[src/rtl/btn_enable_ctrl.sv]
// Debounced pushbutton that toggles an enable level once per qualified press.
// Synchronizer -> 4-state debounce FSM -> registered en / press_pulse / btn_state.
module btn_enable_ctrl #(
    parameter int unsigned DB_CYCLES = 1000000,
    parameter bit          EN_INIT   = 1'b0
) (
    input  logic clk_in,
    input  logic rst_n,
    input  logic btn_in,
    output logic en,
    output logic press_pulse,
    output logic btn_state
);

    localparam int unsigned CW = $clog2(DB_CYCLES);
    localparam logic [CW-1:0] CNT_MAX = CW'(DB_CYCLES - 1);

    if (DB_CYCLES < 2) begin : g_bad_db
        $error("btn_enable_ctrl: DB_CYCLES must be at least 2");
    end

    typedef enum logic [1:0] {
        IDLE,
        PRESS_CHK,
        HELD,
        RELEASE_CHK
    } state_e;

    state_e        state_q, state_d;
    logic [CW-1:0] cnt_q, cnt_d;
    logic          sync1_q, sync2_q;
    logic          en_q, en_d;
    logic          pulse_q, pulse_d;
    logic          lvl_q, lvl_d;

    always_ff @(posedge clk_in or negedge rst_n) begin
        if (!rst_n) begin
            state_q <= IDLE;
            cnt_q   <= '0;
            sync1_q <= 1'b0;
            sync2_q <= 1'b0;
            en_q    <= EN_INIT;
            pulse_q <= 1'b0;
            lvl_q   <= 1'b0;
        end else begin
            state_q <= state_d;
            cnt_q   <= cnt_d;
            sync1_q <= btn_in;
            sync2_q <= sync1_q;
            en_q    <= en_d;
            pulse_q <= pulse_d;
            lvl_q   <= lvl_d;
        end
    end

    // cnt saturates at CNT_MAX by construction: reaching it always leaves the state
    always_comb begin
        state_d = state_q;
        cnt_d   = cnt_q;
        unique case (state_q)
            IDLE: begin
                if (sync2_q) begin
                    state_d = PRESS_CHK;
                    cnt_d   = '0;
                end
            end
            PRESS_CHK: begin
                if (!sync2_q) begin
                    state_d = IDLE;
                    cnt_d   = '0;
                end else if (cnt_q == CNT_MAX) begin
                    state_d = HELD;
                    cnt_d   = '0;
                end else begin
                    cnt_d = cnt_q + CW'(1);
                end
            end
            HELD: begin
                if (!sync2_q) begin
                    state_d = RELEASE_CHK;
                    cnt_d   = '0;
                end
            end
            RELEASE_CHK: begin
                if (sync2_q) begin
                    state_d = HELD;
                    cnt_d   = '0;
                end else if (cnt_q == CNT_MAX) begin
                    state_d = IDLE;
                    cnt_d   = '0;
                end else begin
                    cnt_d = cnt_q + CW'(1);
                end
            end
            default: begin
                state_d = IDLE;
                cnt_d   = '0;
            end
        endcase
    end

    always_comb begin
        en_d    = en_q;
        pulse_d = 1'b0;
        lvl_d   = lvl_q;
        if (state_q == PRESS_CHK && state_d == HELD) begin
            en_d    = ~en_q;
            pulse_d = 1'b1;
            lvl_d   = 1'b1;
        end
        if (state_q == RELEASE_CHK && state_d == IDLE) begin
            lvl_d = 1'b0;
        end
    end

    assign en          = en_q;
    assign press_pulse = pulse_q;
    assign btn_state   = lvl_q;

endmodule

[config.mk]
export PLATFORM = sky130hd
export DESIGN_NAME = btn_enable_ctrl
export DESIGN_NICKNAME = d
export VERILOG_FILES = /design/src/rtl/btn_enable_ctrl.sv
export SDC_FILE = /design/constraint.sdc
export NUM_CORES = 1
export LEC_CHECK = 0
export ABC_AREA = 1
export CAP_MARGIN = 30
export CORE_ASPECT_RATIO = 1.75
export CORE_MARGIN = 2
export CORE_UTILIZATION = 60
export CTS_CLUSTER_SIZE = 28
export DETAILED_ROUTE_END_ITERATION = 10
export GPL_ROUTABILITY_DRIVEN = 0
export GPL_TIMING_DRIVEN = 0
export PLACE_DENSITY = 0.79
export REMOVE_ABC_BUFFERS = 1
export SLEW_MARGIN = 20
export SYNTH_ARGS = -nofsm -noshare
export SYNTH_HDL_FRONTEND = slang
export SYNTH_SLANG_ARGS = --single-unit
[constraint.sdc]
create_clock -name clk_in -period 4.23 [get_ports clk_in]
set_clock_uncertainty 0.05 [all_clocks]
set_input_delay 0.846 -clock clk_in [delete_from_list [all_inputs] [get_ports clk_in]]
set_output_delay 0.846 -clock clk_in [all_outputs]
set_load 0.05 [all_outputs]
==> flow_summary.rst, run 1 <==
.. list-table::
   :header-rows: 1

   * - Metric
     - Value
   * - Final-report hold violation count
     - 0
   * - Final design instance area without fill
     - 1750 um2
   * - Clock buffer depth
     - 2
   * - R2R Path Start
     - cnt_q[0]
   * - Share of the synthesized area in the top cell type
     - 0.409
   * - Final layout net count
     - 226
   * - Vias in the first global route
     - 1,308
   * - TritonRoute pass-1 iters
     - 4
   * - Post-synth top area cell
     - sky130_fd_sc_hd__dfrtp_1
   * - Signal arrival time at the worst endpoint
     - 1.46 ns
   * - Slack of the worst reg-to-reg path
     - 2.51 ns
   * - Cell area reported after detailed placement
     - 1700 um2
   * - Async SR Flop Fraction
     - 1.00
   * - GR Overflow Total
     - 0
   * - Max-slew violation count
     - 0
   * - Placed wire-length estimate
     - 2.58 mm
   * - Number of standard cells after synthesis
     - 216
   * - Critical Path Fanout Max
     - 3
   * - Count of inserted antenna diode cells
     - 0
   * - Worst Hold End
     - sync2_q
   * - Most area-consuming cells after synthesis
     - sky130_fd_sc_hd__dfrtp_1, sky130_fd_sc_hd__nand2_1, sky130_fd_sc_hd__nand3_1
   * - Dominant register cell in the synthesized netlist
     - sky130_fd_sc_hd__dfrtp_1
   * - Starting Density
     - 0.621
   * - Max rail drop VDD
     - 246 uV
   * - Number of unique standard cell types used by synthesis
     - 26
   * - CP Class
     - reg2out
   * - Area enclosed by the die boundary
     - 3200 um2
   * - CTS resizes
     - 0
   * - Share of the cycle needed by the critical path after routing
     - 0.557
   * - Result of the run
     - finished clean
   * - Number of max-cap violations
     - 0
   * - Number of DRC markers in iteration 0
     - 51
   * - Worst hold path stage count
     - 0
   * - Crit path max-delay cell type
     - sky130_fd_sc_hd__clkdlybuf4s50_1
   * - Count of standard-cell rows
     - 25
   * - Global-route wire length before repair
     - 5.87 mm
   * - Count of antenna-violating nets left after detailed routing
     - 0
   * - Ratio of routed vias to standard cells
     - 5.60
   * - Clock latency on the worst-skew pair
     - 0.28 ns
   * - Slew margin rel.
     - 0.594
   * - Per-cell routed wire length
     - 13.9 um
   * - Number of synthesis warnings
     - 0
   * - CTS Buf Count
     - 3
   * - Number of filler instances in the final layout
     - 246
   * - Synth Cell Area
     - 1650 um2
   * - Final critical delay including setup and external delays
     - 2.36 ns
   * - Max incr delay on CP
     - 0.81 ns
   * - Worst path cell trace
     - clkdlybuf4s50_1
   * - Clock transition at the register clock pins on the worst setup and hold paths after CTS
     - 0.09 ns
   * - R2R depth
     - 6
   * - Max frequency
     - 0.424 GHz
   * - Clock tree root buffer cell
     - sky130_fd_sc_hd__clkbuf_8
   * - Chip width
     - 43.6 um
   * - Reported leakage power
     - 0.000787 uW
   * - I/O pin cnt
     - 6
   * - Die height
     - 73.4 um
   * - Hold-fix buffers at CTS
     - 0
   * - Count of endpoints failing setup in the final report
     - 0
   * - Area growth from synthesis to layout
     - 5.84%
   * - Crit path launch type
     - flip-flop
   * - Hold crit path type
     - reg2reg
   * - Pin count of the biggest net entering global routing
     - 28
   * - Number of levels in the clock H-tree
     - 1
   * - Setup Total Neg Slack
     - 0 ns
   * - Number of storage elements in the synthesis netlist
     - 27
   * - Final Hold Slack
     - 0.334 ns
   * - RSZ-0062 raised after global routing
     - no
   * - P per Cell Area
     - 251 nW/um2
   * - Worst-Margin Slew
     - 0.608 ns
   * - Setup crit end kind
     - output port
   * - Required time of the worst setup path
     - 3.33 ns
   * - Setup Buffers After CTS
     - 0
   * - Post-synthesis sequential area ratio
     - 0.409
   * - Total routed wirelength
     - 3.46 mm
   * - Overall track demand over capacity in global routing
     - 0.245
   * - Layout Utilization
     - 0.657
   * - Clock tree from TritonCTS
     - yes
   * - Number of enable-type register cells in the synthesized netlist
     - 0
   * - Endpoint of the worst register-to-register path
     - cnt_q[9]
   * - Beginning of the worst hold path
     - sync1_q
   * - Core box area
     - 2660 um2
   * - DRC errors left
     - 0
   * - Synthesized area per cell
     - 7.64 um2
   * - Port Buf Inserts
     - 5
   * - Ratio of cells with drive above 1 in the final layout
     - 0.127
   * - Initial antenna violation count
     - 0
   * - Overall Power
     - 439 uW
   * - Worst Path Buf+Inv
     - 1
   * - Top Family by Delay on Critical Path
     - buffers and inverters
   * - Vias post-DR
     - 1,390
   * - CTS sink count
     - 27
-- registers in the layout (all words and copies together) (netlist names) --
register and count:
en 1, press_pulse 1, btn_state 1, sync1_q 1, cnt_q 20, sync2_q 1, state_q 2
-- synth_stat cells (2+ instances only) --
library cell and number:
sky130_fd_sc_hd__inv_1 26, sky130_fd_sc_hd__nor2_1 18, sky130_fd_sc_hd__xnor2_1 2, sky130_fd_sc_hd__nor2_4 7, sky130_fd_sc_hd__xor2_1 8, sky130_fd_sc_hd__nor3_1 2, sky130_fd_sc_hd__nand3_1 21, sky130_fd_sc_hd__nand2_1 61
sky130_fd_sc_hd__nor2_2 3, sky130_fd_sc_hd__nand4_1 6, sky130_fd_sc_hd__nand2_4 2, sky130_fd_sc_hd__a21oi_1 4, sky130_fd_sc_hd__o21ai_0 10, sky130_fd_sc_hd__nand3_2 2, sky130_fd_sc_hd__buf_2 2, sky130_fd_sc_hd__nand2_2 5
sky130_fd_sc_hd__dfrtp_1 27, sky130_fd_sc_hd__o22ai_1 2
-- worst register-to-register path, cell delays in order, from the launching register on --
cell                      delay, ns
sky130_fd_sc_hd__dfrtp_1       0.43
sky130_fd_sc_hd__ha_1          0.25
sky130_fd_sc_hd__nand2_2       0.09
sky130_fd_sc_hd__nor2_4        0.15
sky130_fd_sc_hd__nand3_1       0.15
sky130_fd_sc_hd__nand2_1       0.34
sky130_fd_sc_hd__o21ai_0       0.15
-- cells by family after synthesis --
group	after synthesis	share of synthesized area
AND/OR/NAND/NOR	129	0.390
flip-flops	27	0.409
adder cells (fa/ha/maj)	1	0.00758
XOR/XNOR	10	0.0531
buffers and inverters	30	0.0766
AO/OA/AOI/OAI	19	0.0637
-- cell type report --
| type | instances | area, um2 | share of cell area |
|---|---|---|---|
| multi-input cells | 159 | 848 | 0.486 |
| flip-flops and latches | 27 | 676 | 0.387 |
| inverters | 26 | 97.6 | 0.0559 |
| repair buffers | 5 | 45.0 | 0.0258 |
| clock buffers | 3 | 41.3 | 0.0236 |
| well taps | 27 | 33.8 | 0.0193 |
| clock inverters | 1 | 5.00 | 0.00287 |
-- where the power goes --
part	leakage, uW	internal [uW]	switching [uW]
sequential	0.000369	261	3.75
combinational	0.000393	5.29	16.4
clock	0.0000255	66.3	86.0
total	0.000787	333	106
-- routing by layer --
metal  share of wire  up-vias  global-route usage
met3           0.032        6              0.0344
met5               0        -                   0
met2            0.56       36               0.448
li1                -      692                   -
met4           0.014        0              0.0875
met1            0.39      656               0.279
-- worst max path at each step --
stage          slack [ns]  cells past startpoint    endpoint   from
2_1_floorplan        2.72                      0          en     en
6_report             1.87                      1          en     en
3_3_place_gp         1.91                      1  state_q[0]  rst_n
3_5_place_dp         2.18                      1          en     en
4_1_cts              1.86                      1          en     en
5_1_grt              1.81                      1          en     en
-- layout by cell type (no fill, tap or decap), types with 4 or more instances in the layout --
master,n
sky130_fd_sc_hd__dfrtp_1,27
sky130_fd_sc_hd__clkdlybuf4s50_1,4
sky130_fd_sc_hd__o21ai_0,10
sky130_fd_sc_hd__nand2_2,5
sky130_fd_sc_hd__nor2_4,7
sky130_fd_sc_hd__xor2_1,8
sky130_fd_sc_hd__nand3_1,21
sky130_fd_sc_hd__nand4_1,6
sky130_fd_sc_hd__nor2_1,18
sky130_fd_sc_hd__a21oi_1,4
sky130_fd_sc_hd__inv_1,26
sky130_fd_sc_hd__nand2_1,61
-- stage by stage --
stage,setup WS [ns],std cells
after floorplan,2.72,212
final,1.87,248
after global routing,1.81,248
after detailed placement,2.18,244
after global placement,1.91,244
after CTS,1.86,248
Note: power is estimated with default switching activity, not from simulation.
==> inputs of run 2 (changes only) <==
==> constraint.sdc (replaced) <==
create_clock -name clk_in -period 2.4 [get_ports clk_in]
set_clock_uncertainty 0.05 [all_clocks]
set_input_delay 0.48 -clock clk_in [delete_from_list [all_inputs] [get_ports clk_in]]
set_output_delay 0.48 -clock clk_in [all_outputs]
set_load 0.05 [all_outputs]
==> results of run 2 <==
The final DEF is identical to that of run 1. Status: finished clean.
Main changes from that run: setup slack after placement 2.18 ns -> 0.697 ns; clock-pin slew on the worst setup and hold paths 0.09 ns -> 0.10 ns; setup slack after layout 1.87 ns -> 0.410 ns; hold slack 0.334 ns -> 0.142 ns; register-to-register setup slack 2.51 ns -> 0.68 ns; total power 439 uW -> 773 uW; worst IR drop on VDD 246 uV -> 433 uV
==> inputs of run 3 (changes only) <==
--- a/config.mk
+++ b/config.mk
@@ -9,12 +9,12 @@
 export CAP_MARGIN = 30
 export CORE_ASPECT_RATIO = 1.75
 export CORE_MARGIN = 2
-export CORE_UTILIZATION = 60
+export CORE_UTILIZATION = 54
 export CTS_CLUSTER_SIZE = 28
 export DETAILED_ROUTE_END_ITERATION = 10
 export GPL_ROUTABILITY_DRIVEN = 0
 export GPL_TIMING_DRIVEN = 0
-export PLACE_DENSITY = 0.79
+export PLACE_DENSITY = 0.75
 export REMOVE_ABC_BUFFERS = 1
 export SLEW_MARGIN = 20
 export SYNTH_ARGS = -nofsm -noshare
==> constraint.sdc (replaced) <==
create_clock -name clk_in -period 1.8 [get_ports clk_in]
set_clock_uncertainty 0.05 [all_clocks]
set_input_delay 0.36 -clock clk_in [delete_from_list [all_inputs] [get_ports clk_in]]
set_output_delay 0.36 -clock clk_in [all_outputs]
set_load 0.05 [all_outputs]
==> run 3 against run 2 <==
  * Cell area rose by 0.21%
  * Core utilization fell by 5.9 points
  * Hold slack got worse by 0.097 ns
  * Cell count rose by 0.40%
  * Die area rose by 10%
  * Highest routed layer unchanged
==> flow_summary.rst, run 3 (synthesis results as in run 1) <==
.. list-table::
   :header-rows: 1

   * - Metric
     - Value
   * - Hold crit path type
     - in2async
   * - Vias in the first global route
     - 1,251
   * - CP Class
     - reg2reg
   * - P per Cell Area
     - 585 nW/um2
   * - Slack of the worst reg-to-reg path
     - 0.21 ns
   * - Top register by number of flip-flops
     - cnt_q
   * - Layout Utilization
     - 0.598
   * - Number of max-cap violations
     - 0
   * - Worst-Margin Slew
     - 0.631 ns
   * - Placed wire-length estimate
     - 2.47 mm
   * - Cell area reported after detailed placement
     - 1700 um2
   * - Final critical delay including setup and external delays
     - 1.59 ns
   * - Clock tree root buffer cell
     - sky130_fd_sc_hd__clkbuf_8
   * - Max frequency
     - 0.629 GHz
   * - Clock latency on the worst-skew pair
     - 0.28 ns
   * - Max rail drop VDD
     - 562 uV
   * - Number of flip-flops under the largest register name
     - 20
   * - DRC errors left
     - 0
   * - Top library cells by usage in the layout, fill and taps aside
     - sky130_fd_sc_hd__nand2_1, sky130_fd_sc_hd__dfrtp_1, sky130_fd_sc_hd__inv_1, sky130_fd_sc_hd__nand3_1, sky130_fd_sc_hd__nor2_1
   * - Count of endpoints failing setup in the final report
     - 0
   * - R2R Path Start
     - cnt_q[0]
   * - Max-slew violation count
     - 0
   * - Required time of the worst setup path
     - 1.97 ns
   * - Pin count of the biggest net entering global routing
     - 28
   * - GR Overflow Total
     - 0
   * - Vias post-DR
     - 1,342
   * - Setup Total Neg Slack
     - 0 ns
   * - Signal arrival time at the worst endpoint
     - 1.76 ns
   * - Max incr delay on CP
     - 0.41 ns
   * - CTS sink count
     - 27
   * - Setup Buffers After CTS
     - 0
   * - Share of the cycle needed by the critical path after routing
     - 0.884
   * - Final Hold Slack
     - 0.0449 ns
   * - I/O pin cnt
     - 6
   * - Number of DRC markers in iteration 0
     - 28
   * - Leading cell type in the layout, fill and taps excluded
     - sky130_fd_sc_hd__nand2_1
   * - Slew margin rel.
     - 0.579
   * - Starting Density
     - 0.564
   * - Clock transition at the register clock pins on the worst setup and hold paths after CTS
     - 0.10 ns
   * - Chip width
     - 45.8 um
   * - Clock buffer depth
     - 2
   * - Final design instance area without fill
     - 1750 um2
   * - Critical Path Fanout Max
     - 5
   * - Setup crit end kind
     - flip-flop
   * - Port Buf Inserts
     - 5
   * - Area enclosed by the die boundary
     - 3530 um2
   * - Reported leakage power
     - 0.000800 uW
   * - Count of standard-cell rows
     - 26
   * - Crit path max-delay cell type
     - sky130_fd_sc_hd__dfrtp_1
   * - RSZ-0062 raised after global routing
     - no
   * - Largest regs
     - cnt_q: 20 flops, state_q: 2 flops
   * - Crit path launch type
     - flip-flop
   * - Area growth from synthesis to layout
     - 6.07%
   * - R2R depth
     - 9
   * - Count of antenna-violating nets left after detailed routing
     - 0
   * - Ratio of routed vias to standard cells
     - 5.39
   * - Ratio of cells with drive above 1 in the final layout
     - 0.127
   * - Overall track demand over capacity in global routing
     - 0.213
   * - Clock tree from TritonCTS
     - yes
   * - Initial antenna violation count
     - 0
   * - Core box area
     - 2930 um2
   * - Overall Power
     - 1020 uW
   * - Number of levels in the clock H-tree
     - 1
   * - Global-route wire length before repair
     - 5.58 mm
   * - Result of the run
     - finished clean
   * - Worst path cell trace
     - ha_1 > nand2_2 > nor2_4 > nand2_2 > nor2_4 > nand3_1 > nand2_1 > nand3_1 > nand2_1
   * - Count of inserted antenna diode cells
     - 0
   * - TritonRoute pass-1 iters
     - 4
   * - Total routed wirelength
     - 3.33 mm
   * - Per-cell routed wire length
     - 13.4 um
   * - Final layout net count
     - 226
   * - CTS Buf Count
     - 3
   * - Final-report hold violation count
     - 0
   * - Die height
     - 77.1 um
   * - Endpoint of the worst register-to-register path
     - cnt_q[14]
==> run 3: repair_timing <==
action,4_1_cts,5_1_grt
hold buffers,0,0
endpoints found under the setup margin,3,11
gates resized for setup,3,2
==> run 3: critical path: cells and delay by family, from the launching register on <==
family	cells	cell delay [ns]
simple gates	8	0.83
flops	1	0.41
fa+ha+maj	1	0.24
==> run 3: layout make-up <==
class | count | area, um2
Clock buffer | 4 | 45.0
Fill cell | 272 | 1180
Inverter | 26 | 97.6
Multi-Input combinational cell | 159 | 856
Sequential cell | 27 | 676
Tap cell | 28 | 35.0
Timing Repair Buffer | 5 | 41.3
==> run 3: layer usage <==
metal | track usage | part of all wire | routed length [um]
met5 | 0 | 0 | 0
met4 | 0.106 | 0.037 | 122
met3 | 0.0212 | 0.014 | 45
met2 | 0.369 | 0.53 | 1770
met1 | 0.244 | 0.42 | 1390
==> run 3: metrics by stage <==
step | setup WS, ns | std cells
after floorplan | 0.392 | 212
after global placement | -0.108 | 245
after detailed placement | 0.0933 | 245
after CTS | 0.0750 | 249
after global routing | 0.0407 | 249
final | 0.210 | 249
==> run 3: worst max path at each step <==
stage	slack, ns	endpoint	cells after the start	from
3_3_place_gp	-0.11	cnt_q[1]	1	rst_n
4_1_cts	0.07	cnt_q[9]	6	cnt_q[0]
2_1_floorplan	0.39	state_q[1]	8	cnt_q[0]
6_report	0.21	cnt_q[14]	9	cnt_q[0]
5_1_grt	0.04	cnt_q[14]	9	cnt_q[0]
3_5_place_dp	0.09	cnt_q[9]	6	cnt_q[0]
==> run 3: where the power goes <==
group          switching, uW  internal [uW]  total, uW  leakage (uW)
logic                   37.9           12.7       50.6      0.000408
clock network            192            159        351     0.0000228
registers               8.17            613        621      0.000369
